--- src/rtl/alu_pkg.sv ---
// alu_pkg: op encodings and FSM states shared by the sequential ALU family.
package alu_pkg;
  localparam logic [1:0] OP_ADD = 2'b00;
  localparam logic [1:0] OP_SUB = 2'b01;
  localparam logic [1:0] OP_MUL = 2'b10;
  localparam logic [1:0] OP_DIV = 2'b11;
  typedef enum logic [1:0] {S_IDLE, S_RUN, S_DONE} state_t;
endpackage

--- src/rtl/alu_iter_core.sv ---
// alu_iter_core: W-step LSB-first shift-add multiplier; restoring divider when ALU_DIV_EN is defined.
module alu_iter_core #(
  parameter int W = 3
) (
  input  logic           clk,
  input  logic           rst_n,
  input  logic           start,
  input  logic           is_div,
  input  logic [W-1:0]   a,
  input  logic [W-1:0]   b,
  output logic           last,
  output logic [2*W-1:0] prod_q
);
  localparam int CW = $clog2(W + 1);
  logic [CW-1:0] cnt;
  logic [W-1:0]  b_q;
  logic          div_q;
  function automatic logic [2*W-1:0] step(input logic [2*W-1:0] p, input logic [W-1:0] d, input logic dv);
    logic [W:0] s;
`ifdef ALU_DIV_EN
    logic [W:0] r;
    logic       ge;
    r  = p[2*W-1:W-1];
    ge = r >= {1'b0, d};
`endif
    s = {1'b0, p[2*W-1:W]} + (p[0] ? {1'b0, d} : '0);
`ifdef ALU_DIV_EN
    return dv ? {(ge ? r[W-1:0] - d : r[W-1:0]), p[W-2:0], ge} : {s, p[W-1:1]};
`else
    return dv ? p : {s, p[W-1:1]};
`endif
  endfunction
  assign last = cnt == '0;
  // The start edge performs the first iteration, so W-1 remain afterwards.
  always_ff @(posedge clk or negedge rst_n)
    if (!rst_n) begin
      cnt    <= '0;
      b_q    <= '0;
      div_q  <= 1'b0;
      prod_q <= '0;
    end else if (start) begin
      cnt    <= CW'(W - 1);
      b_q    <= b;
      div_q  <= is_div;
      prod_q <= step({{W{1'b0}}, a}, b, is_div);
    end else if (cnt != '0) begin
      cnt    <= cnt - 1'b1;
      prod_q <= step(prod_q, b_q, div_q);
    end
endmodule

--- src/rtl/alu_seq_nb.sv ---
// alu_seq_nb: N-bit sequential ALU (add/sub/mul, div with ALU_DIV_EN) with init/busy/done handshake.
module alu_seq_nb import alu_pkg::*; #(
  parameter int W = 3
) (
  input  logic           clk,
  input  logic           rst_n,
  input  logic           init,
  input  logic [W-1:0]   a,
  input  logic [W-1:0]   b,
  input  logic [1:0]     op,
  output logic           busy,
  output logic           done,
  output logic [2*W-1:0] result,
  output logic           carry,
  output logic           zero,
  output logic           ovf
);
`ifdef ALU_DIV_EN
  localparam bit DIV_EN = 1'b1;
`else
  localparam bit DIV_EN = 1'b0;
`endif
  state_t         state;
  logic [1:0]     op_q, op_c;
  logic [W-1:0]   b_q;
  logic [W:0]     add_s, sub_s;
  logic [2*W-1:0] prod_q, res_c;
  logic           imm, start, last, c_c, o_c;
  always_comb begin
    op_c  = state == S_IDLE ? op : op_q;
    imm   = op != OP_MUL && (op != OP_DIV || !DIV_EN);
    start = state == S_IDLE && init && !imm;
    add_s = {1'b0, a} + {1'b0, b};
    sub_s = {1'b0, a} - {1'b0, b};
    res_c = op_c == OP_ADD ? {{(W-1){1'b0}}, add_s} :
            op_c == OP_SUB ? {{W{sub_s[W-1]}}, sub_s[W-1:0]} :
            (op_c == OP_DIV && !DIV_EN) ? '0 : prod_q;
    c_c   = op_c == OP_ADD ? add_s[W] : op_c == OP_SUB && sub_s[W];
    o_c   = op_c == OP_SUB ? (a[W-1] != b[W-1]) && (sub_s[W-1] != a[W-1]) :
            op_c == OP_DIV && (!DIV_EN || b_q == '0);
  end
  alu_iter_core #(.W(W)) u_core (
    .clk(clk), .rst_n(rst_n), .start(start), .is_div(op == OP_DIV),
    .a(a), .b(b), .last(last), .prod_q(prod_q)
  );
  // Add/sub complete on the init edge straight from the live operands.
  always_ff @(posedge clk or negedge rst_n)
    if (!rst_n) begin
      state  <= S_IDLE;
      op_q   <= '0;
      b_q    <= '0;
      busy   <= 1'b0;
      done   <= 1'b0;
      result <= '0;
      carry  <= 1'b0;
      zero   <= 1'b0;
      ovf    <= 1'b0;
    end else begin
      case (state)
        S_IDLE: begin
          done <= 1'b0;
          busy <= init;
          if (init) begin
            op_q  <= op;
            b_q   <= b;
            state <= imm ? S_DONE : S_RUN;
            if (imm) begin
              done   <= 1'b1;
              result <= res_c;
              carry  <= c_c;
              zero   <= res_c == '0;
              ovf    <= o_c;
            end
          end
        end
        S_RUN:
          if (last) begin
            state  <= S_DONE;
            done   <= 1'b1;
            result <= res_c;
            carry  <= c_c;
            zero   <= res_c == '0;
            ovf    <= o_c;
          end
        S_DONE: begin
          state <= S_IDLE;
          done  <= 1'b0;
          busy  <= 1'b0;
        end
        default: state <= S_IDLE;
      endcase
    end
endmodule

--- config.mk ---
export PLATFORM = sky130hd
export DESIGN_NAME = alu_seq_nb
export DESIGN_NICKNAME = d
export VERILOG_FILES = /design/src/rtl/alu_pkg.sv /design/src/rtl/alu_iter_core.sv /design/src/rtl/alu_seq_nb.sv
export SDC_FILE = /design/constraint.sdc
export NUM_CORES = 1
export LEC_CHECK = 0
export CAP_MARGIN = 5
export CORE_MARGIN = 1.5
export CORE_UTILIZATION = 40
export DETAILED_ROUTE_END_ITERATION = 10
export SYNTH_ARGS = -nofsm -noshare
export SYNTH_HDL_FRONTEND = slang
export SYNTH_SLANG_ARGS = --single-unit
--- constraint.sdc ---
create_clock -name clk -period 6.35 [get_ports clk]
set_input_delay 1.5875 -clock clk [delete_from_list [all_inputs] [get_ports clk]]
set_output_delay 1.5875 -clock clk [all_outputs]
set_load 0.005 [all_outputs]
==> flow_metrics.tcl, run 1 <==
set metrics [dict create \
    finalCriticalPeriod_ns 3.48 \
    ioPinCount 22 \
    cp_top_family "simple AND/OR/NAND/NOR gates" \
    start_kind "input pin" \
    synth.net_count 198 \
    wire_per_inst_um 14.9 \
    maxSlewViolCount 0 \
    post_cts_resized 0 \
    drt_iter0_markers 68 \
    peakVddDrop_v 0.000183 \
    powerDensity_nw_per_um2 441 \
    clock-sinks 27 \
    clockRootBuffer "clkbuf_8" \
    path_cells "clkdlybuf4s50_1 -> nor2b_1 -> nand3_1 -> a211oi_1 -> a22o_1" \
    synth_top_cell_area_share_pct 39.5 \
    htreeDepth 1 \
    dieWidth_um 68.4 \
    remaining_drc_errors 0 \
    clk_pin_slew_ns 0.09 \
    cp_max_fo 17 \
    yosysUniqueCellTypes 42 \
    cp_num_buf_inv 1 \
    rows 23 \
    netlist_instances 171 \
    cp.arrival_ns 3.69 \
    avgViaCountPerCell 5.37 \
    final_cell_mix "27 x dfrtp_1, 21 x clkdlybuf4s50_1, 15 x inv_1, 15 x a21oi_1, 13 x ha_1" \
    synthTopCellsByArea "dfrtp_1 39%, ha_1 9.5%, mux2_2 4.6%" \
    syn_avg_cell_area_sq_um 10.0 \
    met1_length_um 1690 \
    synth_edf_count 0 \
    core_area_sq_um 4060 \
    grt_max_degree 28 \
    start_util_pct 42.2 \
    antenna_cells 0 \
    tritoncts "done" \
    cts_buffers 3 \
    grt_pass1_vias 1305 \
    skew_ns 0.00482 \
    portBuffers 21 \
    required_ns 6.57 \
    p_total_mw 0.888 \
    grt_use_total_pct 17.6 \
    post-route-period-util_pct 54.7 \
    clk_latency_ns 0.27 \
    max_freq_mhz 288 \
    synth-seq-cells 27 \
    grt_setup_unrepaired "no" \
    critical-path-slowest-cell "clkdlybuf4s50_1" \
    slowest_delay_ns 0.57 \
    routed-via-count 1305 \
    first_pass_iters 4 \
    maxSlewHeadroom_pct 60.1 \
    area_growth_pct 17.7 \
    ant_nets 0 \
    seq_area_frac_synth_pct 39.5 \
    layout_commonest_cell "dfrtp_1" \
    ys_async_sr_fraction_pct 100 \
    maxCapViolations 0 \
    synth_flop_cell "dfrtp_1" \
    cts_setup_buffers 0 \
    hold_class "reg -> reg" \
    dr.max_layer_used "met4" \
    fillCellCount 375 \
    tns_ns 0 \
    dpl.hpwl_um 2840 \
    wl_met3_um 154 \
    leakagePower_nw 0.910 \
    synth_area_sq_um 1710 \
    met2_length_um 1750 \
    outcome "finished, final reports clean" \
    die_y_um 68.4 \
    layout-drive-gt1-share_pct 8.29 \
    synth_area_leader_cell "dfrtp_1" \
    hold_viol_final 0 \
    drt-total-wl_um 3610 \
    nNetsFinal 221 \
    ctsHoldBuffers 0 \
    path_class "in -> reg" \
    antenna_found_initial 0 \
    cts_max_path_buffers 2 \
    max_slew.worst_pin.slew_ns 0.592 \
    gr-total-overflow 0 \
    setup_viol_count_final 0 \
    place.gp.congestion 0.820 \
    grt_pass1_wl_um 6040 \
    die_area_sq_um 4680 \
    synth_warnings 0 \
    end_kind "register" \
]
-- cell usage after synthesis (4+ instances only) --
| cell | n |
|---|---|
| nor2_1 | 11 |
| dfrtp_1 | 27 |
| mux2_2 | 7 |
| and2_1 | 4 |
| nand2_1 | 11 |
| o21ai_0 | 11 |
| inv_1 | 15 |
| ha_1 | 13 |
| a21oi_1 | 15 |
| mux2i_1 | 6 |
-- cell type report --
cell class	instances	area, sq um	share of cell area, %
clock buffer	4	45.0	2.24
inverter	15	56.3	2.80
multi-input combinational	125	957	47.5
sequential	27	676	33.5
tap	50	62.6	3.11
timing repair buffer	22	218	10.8
-- per-stage QoR --
step	hold slack (ns)	instances	worst slack [ns]	cell area, sq um	utilization [%]
global placement	0.482	239	2.62	1970	48.5
global route	0.528	243	2.68	2010	49.6
finish	0.501	243	2.87	2010	49.6
detailed placement	0.480	239	2.60	1970	48.5
floorplan	0.442	171	3.21	1710	-
CTS	0.503	243	2.89	2010	49.6
-- kinds of logic (layout without fill, tap and decap cells) --
| group | count (synthesis) | after routing | synth area share (%) |
|---|---|---|---|
| AO/OA/AOI/OAI | 49 | 49 | 18.6 |
| multiplexers | 15 | 15 | 10.3 |
| adder cells (fa/ha/maj) | 16 | 16 | 13.0 |
| buffers and inverters | 19 | 41 | 4.60 |
| AND/OR/NAND/NOR | 41 | 41 | 11.9 |
| flip-flops | 27 | 27 | 39.5 |
| XOR/XNOR | 4 | 4 | 2.05 |
-- path summary, 6_finish.rpt --
path                               start          endpoint  slack, ns  cells past startpoint
setup / recovery                   op[1]  u_core.prod_q[3]       2.87                      5
hold / removal             u_core.b_q[1]     u_core.b_q[1]       0.50                      2
setup reg to reg                state[0]              zero       3.79                      6
hold reg to reg            u_core.b_q[1]     u_core.b_q[1]       0.50                      2
max in group asynchronous          rst_n     u_core.b_q[2]       4.41                      2
min in group asynchronous          rst_n     u_core.cnt[1]       1.67                      2
-- report_power, final --
| part | internal (mW) | leakage [nW] | switching, mW | total [mW] |
|---|---|---|---|---|
| Sequential | 0.252 | 0.335 | 0.0596 | 0.311 |
| Clock | 0.0450 | 0.0228 | 0.0537 | 0.0987 |
| Combinational | 0.246 | 0.552 | 0.232 | 0.477 |
-- sequential cells by signal, indices dropped and copies added, names as in the netlist --
register / flops
busy: 1
carry: 1
done: 1
op_q: 2
ovf: 1
result: 6
state: 2
u_core.b_q: 3
u_core.cnt: 2
u_core.div_q: 1
u_core.prod_q: 6
zero: 1
-- worst min-delay path, cell delays in order, from the launching register on --
cell and delay [ns]:
dfrtp_1 0.36, nand2_1 0.05, o21ai_0 0.06
-- layer usage --
metal  track usage, %  vias up
li1                 -      650
met1             22.1      626
met2             31.1       27
met3             4.11        2
met4             2.25        0
met5                0        -
Note: power is estimated with default switching activity, not from simulation.
==> run 2, diff against run 1 <==
==> constraint.sdc (replaced) <==
create_clock -name clk -period 3.5 [get_ports clk]
set_input_delay 0.875 -clock clk [delete_from_list [all_inputs] [get_ports clk]]
set_output_delay 0.875 -clock clk [all_outputs]
set_load 0.005 [all_outputs]
==> flow_metrics.tcl, run 2 (synthesis results as in run 1) <==
set metrics [dict create \
    grt_pass1_wl_um 6200 \
    final_cell_area_sq_um 2020 \
    cts_setup_buffers 0 \
    crit_path_frequent_cell "inv_1" \
    powerDensity_nw_per_um2 793 \
    htreeDepth 1 \
    outcome "finished, final reports clean" \
    drt_iter0_markers 84 \
    top_regs "result x6, u_core.prod_q x6, u_core.b_q x3" \
    routed-via-count 1315 \
    post_cts_resized 0 \
    maxCapViolations 0 \
    final_cell_mix "27 x dfrtp_1, 21 x clkdlybuf4s50_1, 15 x inv_1, 15 x a21oi_1, 13 x ha_1" \
    met2_length_um 1710 \
    critical-path-slowest-cell "fa_1" \
    utilization_pct 49.9 \
    clk_pin_slew_ns 0.10 \
    die_area_sq_um 4680 \
    clk_latency_ns 0.28 \
    ioPinCount 22 \
    end_kind "register" \
    skew_ns 0.0113 \
    dieWidth_um 68.4 \
    slowest_delay_ns 0.44 \
    met1_length_um 1790 \
    multiInputGateArea_sq_um 957 \
    clock-sinks 27 \
    core_area_sq_um 4060 \
    drt-total-wl_um 3630 \
    cts_buffers 3 \
    nNetsFinal 222 \
    maxSlewHeadroom_pct 59.6 \
    maxSlewViolCount 0 \
    start_util_pct 42.2 \
    leakagePower_nw 0.917 \
    grt_max_degree 28 \
    path_class "in -> reg" \
    setup_viol_count_final 0 \
    place.gp.congestion 0.862 \
    wl_met3_um 102 \
    cp.arrival_ns 2.90 \
    portBuffers 21 \
    grt_setup_unrepaired "no" \
    rrSetupSlack_ns 0.97 \
    cp_top_family "buffers and inverters" \
    dr.max_layer_used "met4" \
    antenna_found_initial 0 \
    tns_ns 0 \
    area_growth_pct 18.2 \
    gr-total-overflow 0 \
    fillCellCount 362 \
    hold_class "reg -> reg" \
    die_y_um 68.4 \
    cp_num_buf_inv 3 \
    dpl.hpwl_um 2810 \
    rows 23 \
    required_ns 3.69 \
    tritoncts "done" \
    avgViaCountPerCell 5.39 \
    max_slew.worst_pin.slew_ns 0.606 \
    post-route-period-util_pct 77.5 \
    remaining_drc_errors 0 \
    cts_max_path_buffers 2 \
    layout_commonest_cell "dfrtp_1" \
    place_area_sq_um 1980 \
    hold_ws_ns 0.494 \
    cp_max_fo 3 \
    wire_per_inst_um 14.9 \
    hold_viol_final 0 \
    clockRootBuffer "clkbuf_8" \
    ant_nets 0 \
    peakVddDrop_v 0.000343 \
    register_area_sq_um 676 \
    finalCriticalPeriod_ns 2.71 \
    grt_use_total_pct 17.9 \
    first_pass_iters 4 \
    path_cells "clkdlybuf4s50_1 -> inv_1 -> ha_1 -> inv_1 -> fa_1 -> mux2i_1 -> mux2_4 -> o41ai_2" \
    start_kind "input pin" \
    layout-drive-gt1-share_pct 9.28 \
    grt_pass1_vias 1332 \
    max_freq_mhz 369 \
    antenna_cells 0 \
    ctsHoldBuffers 0 \
]
## run 2: layout make-up
class	instances	share of cell area, %
clock buffers	3	2.04
clock inverters	1	0.247
inverters	15	2.78
multi-input cells	125	47.3
flip-flops and latches	27	33.4
well taps	50	3.09
repair buffers	23	11.1
## run 2: worst reg2reg max path: stages, from the launching register on
cell     delay [ns]
dfrtp_1        0.41
inv_1          0.11
ha_1           0.55
mux2i_4        0.44
mux2i_1        0.29
mux2_4         0.33
o41ai_2        0.31
## run 2: worst paths after layout
check	to	cells past startpoint	startpoint
max	zero	8	a[0]
min	u_core.b_q[2]	2	u_core.b_q[2]
max reg2reg	zero	6	state[0]
min reg2reg	u_core.b_q[2]	2	u_core.b_q[2]
max in group asynchronous	u_core.prod_q[4]	2	rst_n
min in group asynchronous	state[0]	2	rst_n
## run 2: routing by layer
layer	track usage [%]	up-vias
met1	24.2	635
met5	0	-
met4	6.00	0
li1	-	660
met2	29.6	18
met3	1.97	2
## run 2: through the flow
stage	setup slack, ns	power (mW)	std cells
after floorplan	1.07	1.16	171
after global placement	0.539	1.42	240
after detailed placement	0.490	1.44	240
after CTS	0.799	1.62	244
after global routing	0.683	1.76	244
final	0.787	1.60	244
## run 2: report_power, final
| part | leakage [nW] | switching [mW] | internal, mW |
|---|---|---|---|
| Combinational | 0.556 | 0.416 | 0.446 |
| Clock | 0.0255 | 0.100 | 0.0799 |
| Sequential | 0.335 | 0.106 | 0.457 |
| Total | 0.917 | 0.622 | 0.982 |
==> run 3, diff against run 2 <==
==> constraint.sdc (replaced) <==
create_clock -name clk -period 2.2 [get_ports clk]
set_input_delay 0.55 -clock clk [delete_from_list [all_inputs] [get_ports clk]]
set_output_delay 0.55 -clock clk [all_outputs]
set_load 0.005 [all_outputs]
==> flow_metrics.tcl, run 3 (synthesis results as in run 1) <==
set metrics [dict create \
    ioPinCount 22 \
    nNetsFinal 246 \
    setup_viol_count_final 0 \
    r2r-start "state[0]" \
    path_cells "clkdlybuf4s50_1 -> buf_4 -> fa_1 -> inv_1 -> mux2i_2 -> mux2_4 -> o31a_1" \
    grt_pass1_vias 1465 \
    reg2reg_to "result[2]" \
    final_cells 268 \
    gr-total-overflow 0 \
    path_class "in -> reg" \
    grt_setup_unrepaired "no" \
    layout-drive-gt1-share_pct 22.0 \
    die_area_sq_um 4680 \
    hold_class "reg -> reg" \
    clock-sinks 27 \
    place_area_sq_um 2150 \
    portBuffers 21 \
    utilization_pct 55.2 \
    place.gp.congestion 0.844 \
    max_freq_mhz 474 \
    rows 23 \
    wire_per_inst_um 15.3 \
    outcome "finished, final reports clean" \
    post-route-period-util_pct 95.9 \
    drt_iter0_markers 57 \
    hold_ws_ns 0.482 \
    layout_commonest_cell "dfrtp_1" \
    antenna_found_initial 0 \
    cp_num_buf_inv 3 \
    holdCritStartpoint "u_core.b_q[2]" \
    grt_pass1_wl_um 6760 \
    clk_latency_ns 0.28 \
    tritoncts "done" \
    dieWidth_um 68.4 \
    clockRootBuffer "clkbuf_8" \
    core_area_sq_um 4060 \
    maxSlewViolCount 0 \
    area_growth_pct 30.9 \
    max_slew.worst_pin.slew_ns 0.498 \
    tns_ns 0 \
    rrSetupSlack_ns 0.15 \
    die_y_um 68.4 \
    peakVddDrop_v 0.000528 \
    critical-path-slowest-cell "clkdlybuf4s50_1" \
    powerDensity_nw_per_um2 1230 \
    ant_nets 0 \
    final_cell_area_sq_um 2240 \
    maxCapViolations 0 \
    cp_top_family "buffers and inverters" \
    grt_use_total_pct 19.6 \
    avgViaCountPerCell 5.21 \
    slowest_delay_ns 0.44 \
    cp_max_fo 3 \
    maxSlewHeadroom_pct 66.4 \
    antenna_cells 0 \
    required_ns 2.37 \
    grt_max_degree 28 \
    ctsHoldBuffers 0 \
    first_pass_iters 5 \
    leakagePower_nw 1.04 \
    remaining_drc_errors 0 \
    r2r_cells 6 \
    dpl.hpwl_um 3170 \
    fillCellCount 352 \
    final_cell_mix "27 x dfrtp_1, 26 x buf_4, 18 x clkdlybuf4s50_1, 15 x a21oi_1, 14 x inv_1" \
    start_util_pct 42.2 \
    clk_pin_slew_ns 0.10 \
    cp.arrival_ns 2.28 \
    cts_buffers 3 \
    min_to "u_core.b_q[2]" \
    skew_ns 0.00909 \
    end_kind "register" \
    dp.cells 263 \
    finalCriticalPeriod_ns 2.11 \
    whs_path_depth 2 \
    drt-total-wl_um 4110 \
    start_kind "input pin" \
    htreeDepth 1 \
    hold_viol_final 0 \
    cts_max_path_buffers 2 \
    top_regs "result x6, u_core.prod_q x6, u_core.b_q x3" \
    routed-via-count 1396 \
]
run 3: cell count changes in the layout (fill, tap and decap cells not counted), moves of 2 or more:
cell / previous run / this run
buf_4: 2 / 26
clkdlybuf4s50_1: 21 / 18
ha_1: 13 / 11
dlygate4sd2_1: 0 / 2
run 3: worst register-to-register path, stage by stage (launching register included):
cell	delay, ns
dfrtp_1	0.41
inv_1	0.11
ha_2	0.25
mux2i_4	0.29
mux2i_2	0.28
mux2_4	0.33
o31a_1	0.28
run 3: worst max-delay path by stage:
stage | from | endpoint | slack (ns) | cells after the start
floorplan | a[0] | zero | 0.1 | 7
global placement | b[0] | zero | -0.36 | 7
detailed placement | a[0] | zero | -0.43 | 8
CTS | a[1] | zero | 0.02 | 7
global route | b[1] | zero | 0.008 | 7
finish | b[1] | result[2] | 0.09 | 7
run 3: stage by stage:
stage          worst slack (ns)  power, mW
2_1_floorplan            0.0954       1.85
3_3_place_gp             -0.356       2.38
3_5_place_dp             -0.431       2.44
4_1_cts                  0.0162       2.74
5_1_grt                 0.00768       3.00
6_report                 0.0893       2.75
run 3: layout make-up:
class                   count  area [sq um]  area share (%)
well taps                  50          62.6            2.79
repair buffers             47           405            18.1
multi-input cells         125           996            44.4
flip-flops and latches     27           676            30.2
inverters                  15          56.3            2.51
clock buffers               4          45.0            2.01
run 3: timing repair:
item | CTS | global route
setup buffers | 1 | 0
gates resized for setup | 5 | 6
endpoints found under the setup margin | 3 | 4
pin swaps | 2 | 2
run 3: layer usage:
metal  wire [um]  GRT usage (%)
met4          44           5.25
met3          97           2.80
met5           0              0
met2        2030           33.5
met1        1930           25.7
run 3: where the power goes:
group / leakage, nW / internal [mW] / switching (mW)
Sequential: 0.335 / 0.726 / 0.153
Combinational: 0.685 / 0.847 / 0.740
Clock: 0.0228 / 0.130 / 0.157
Total: 1.04 / 1.70 / 1.05
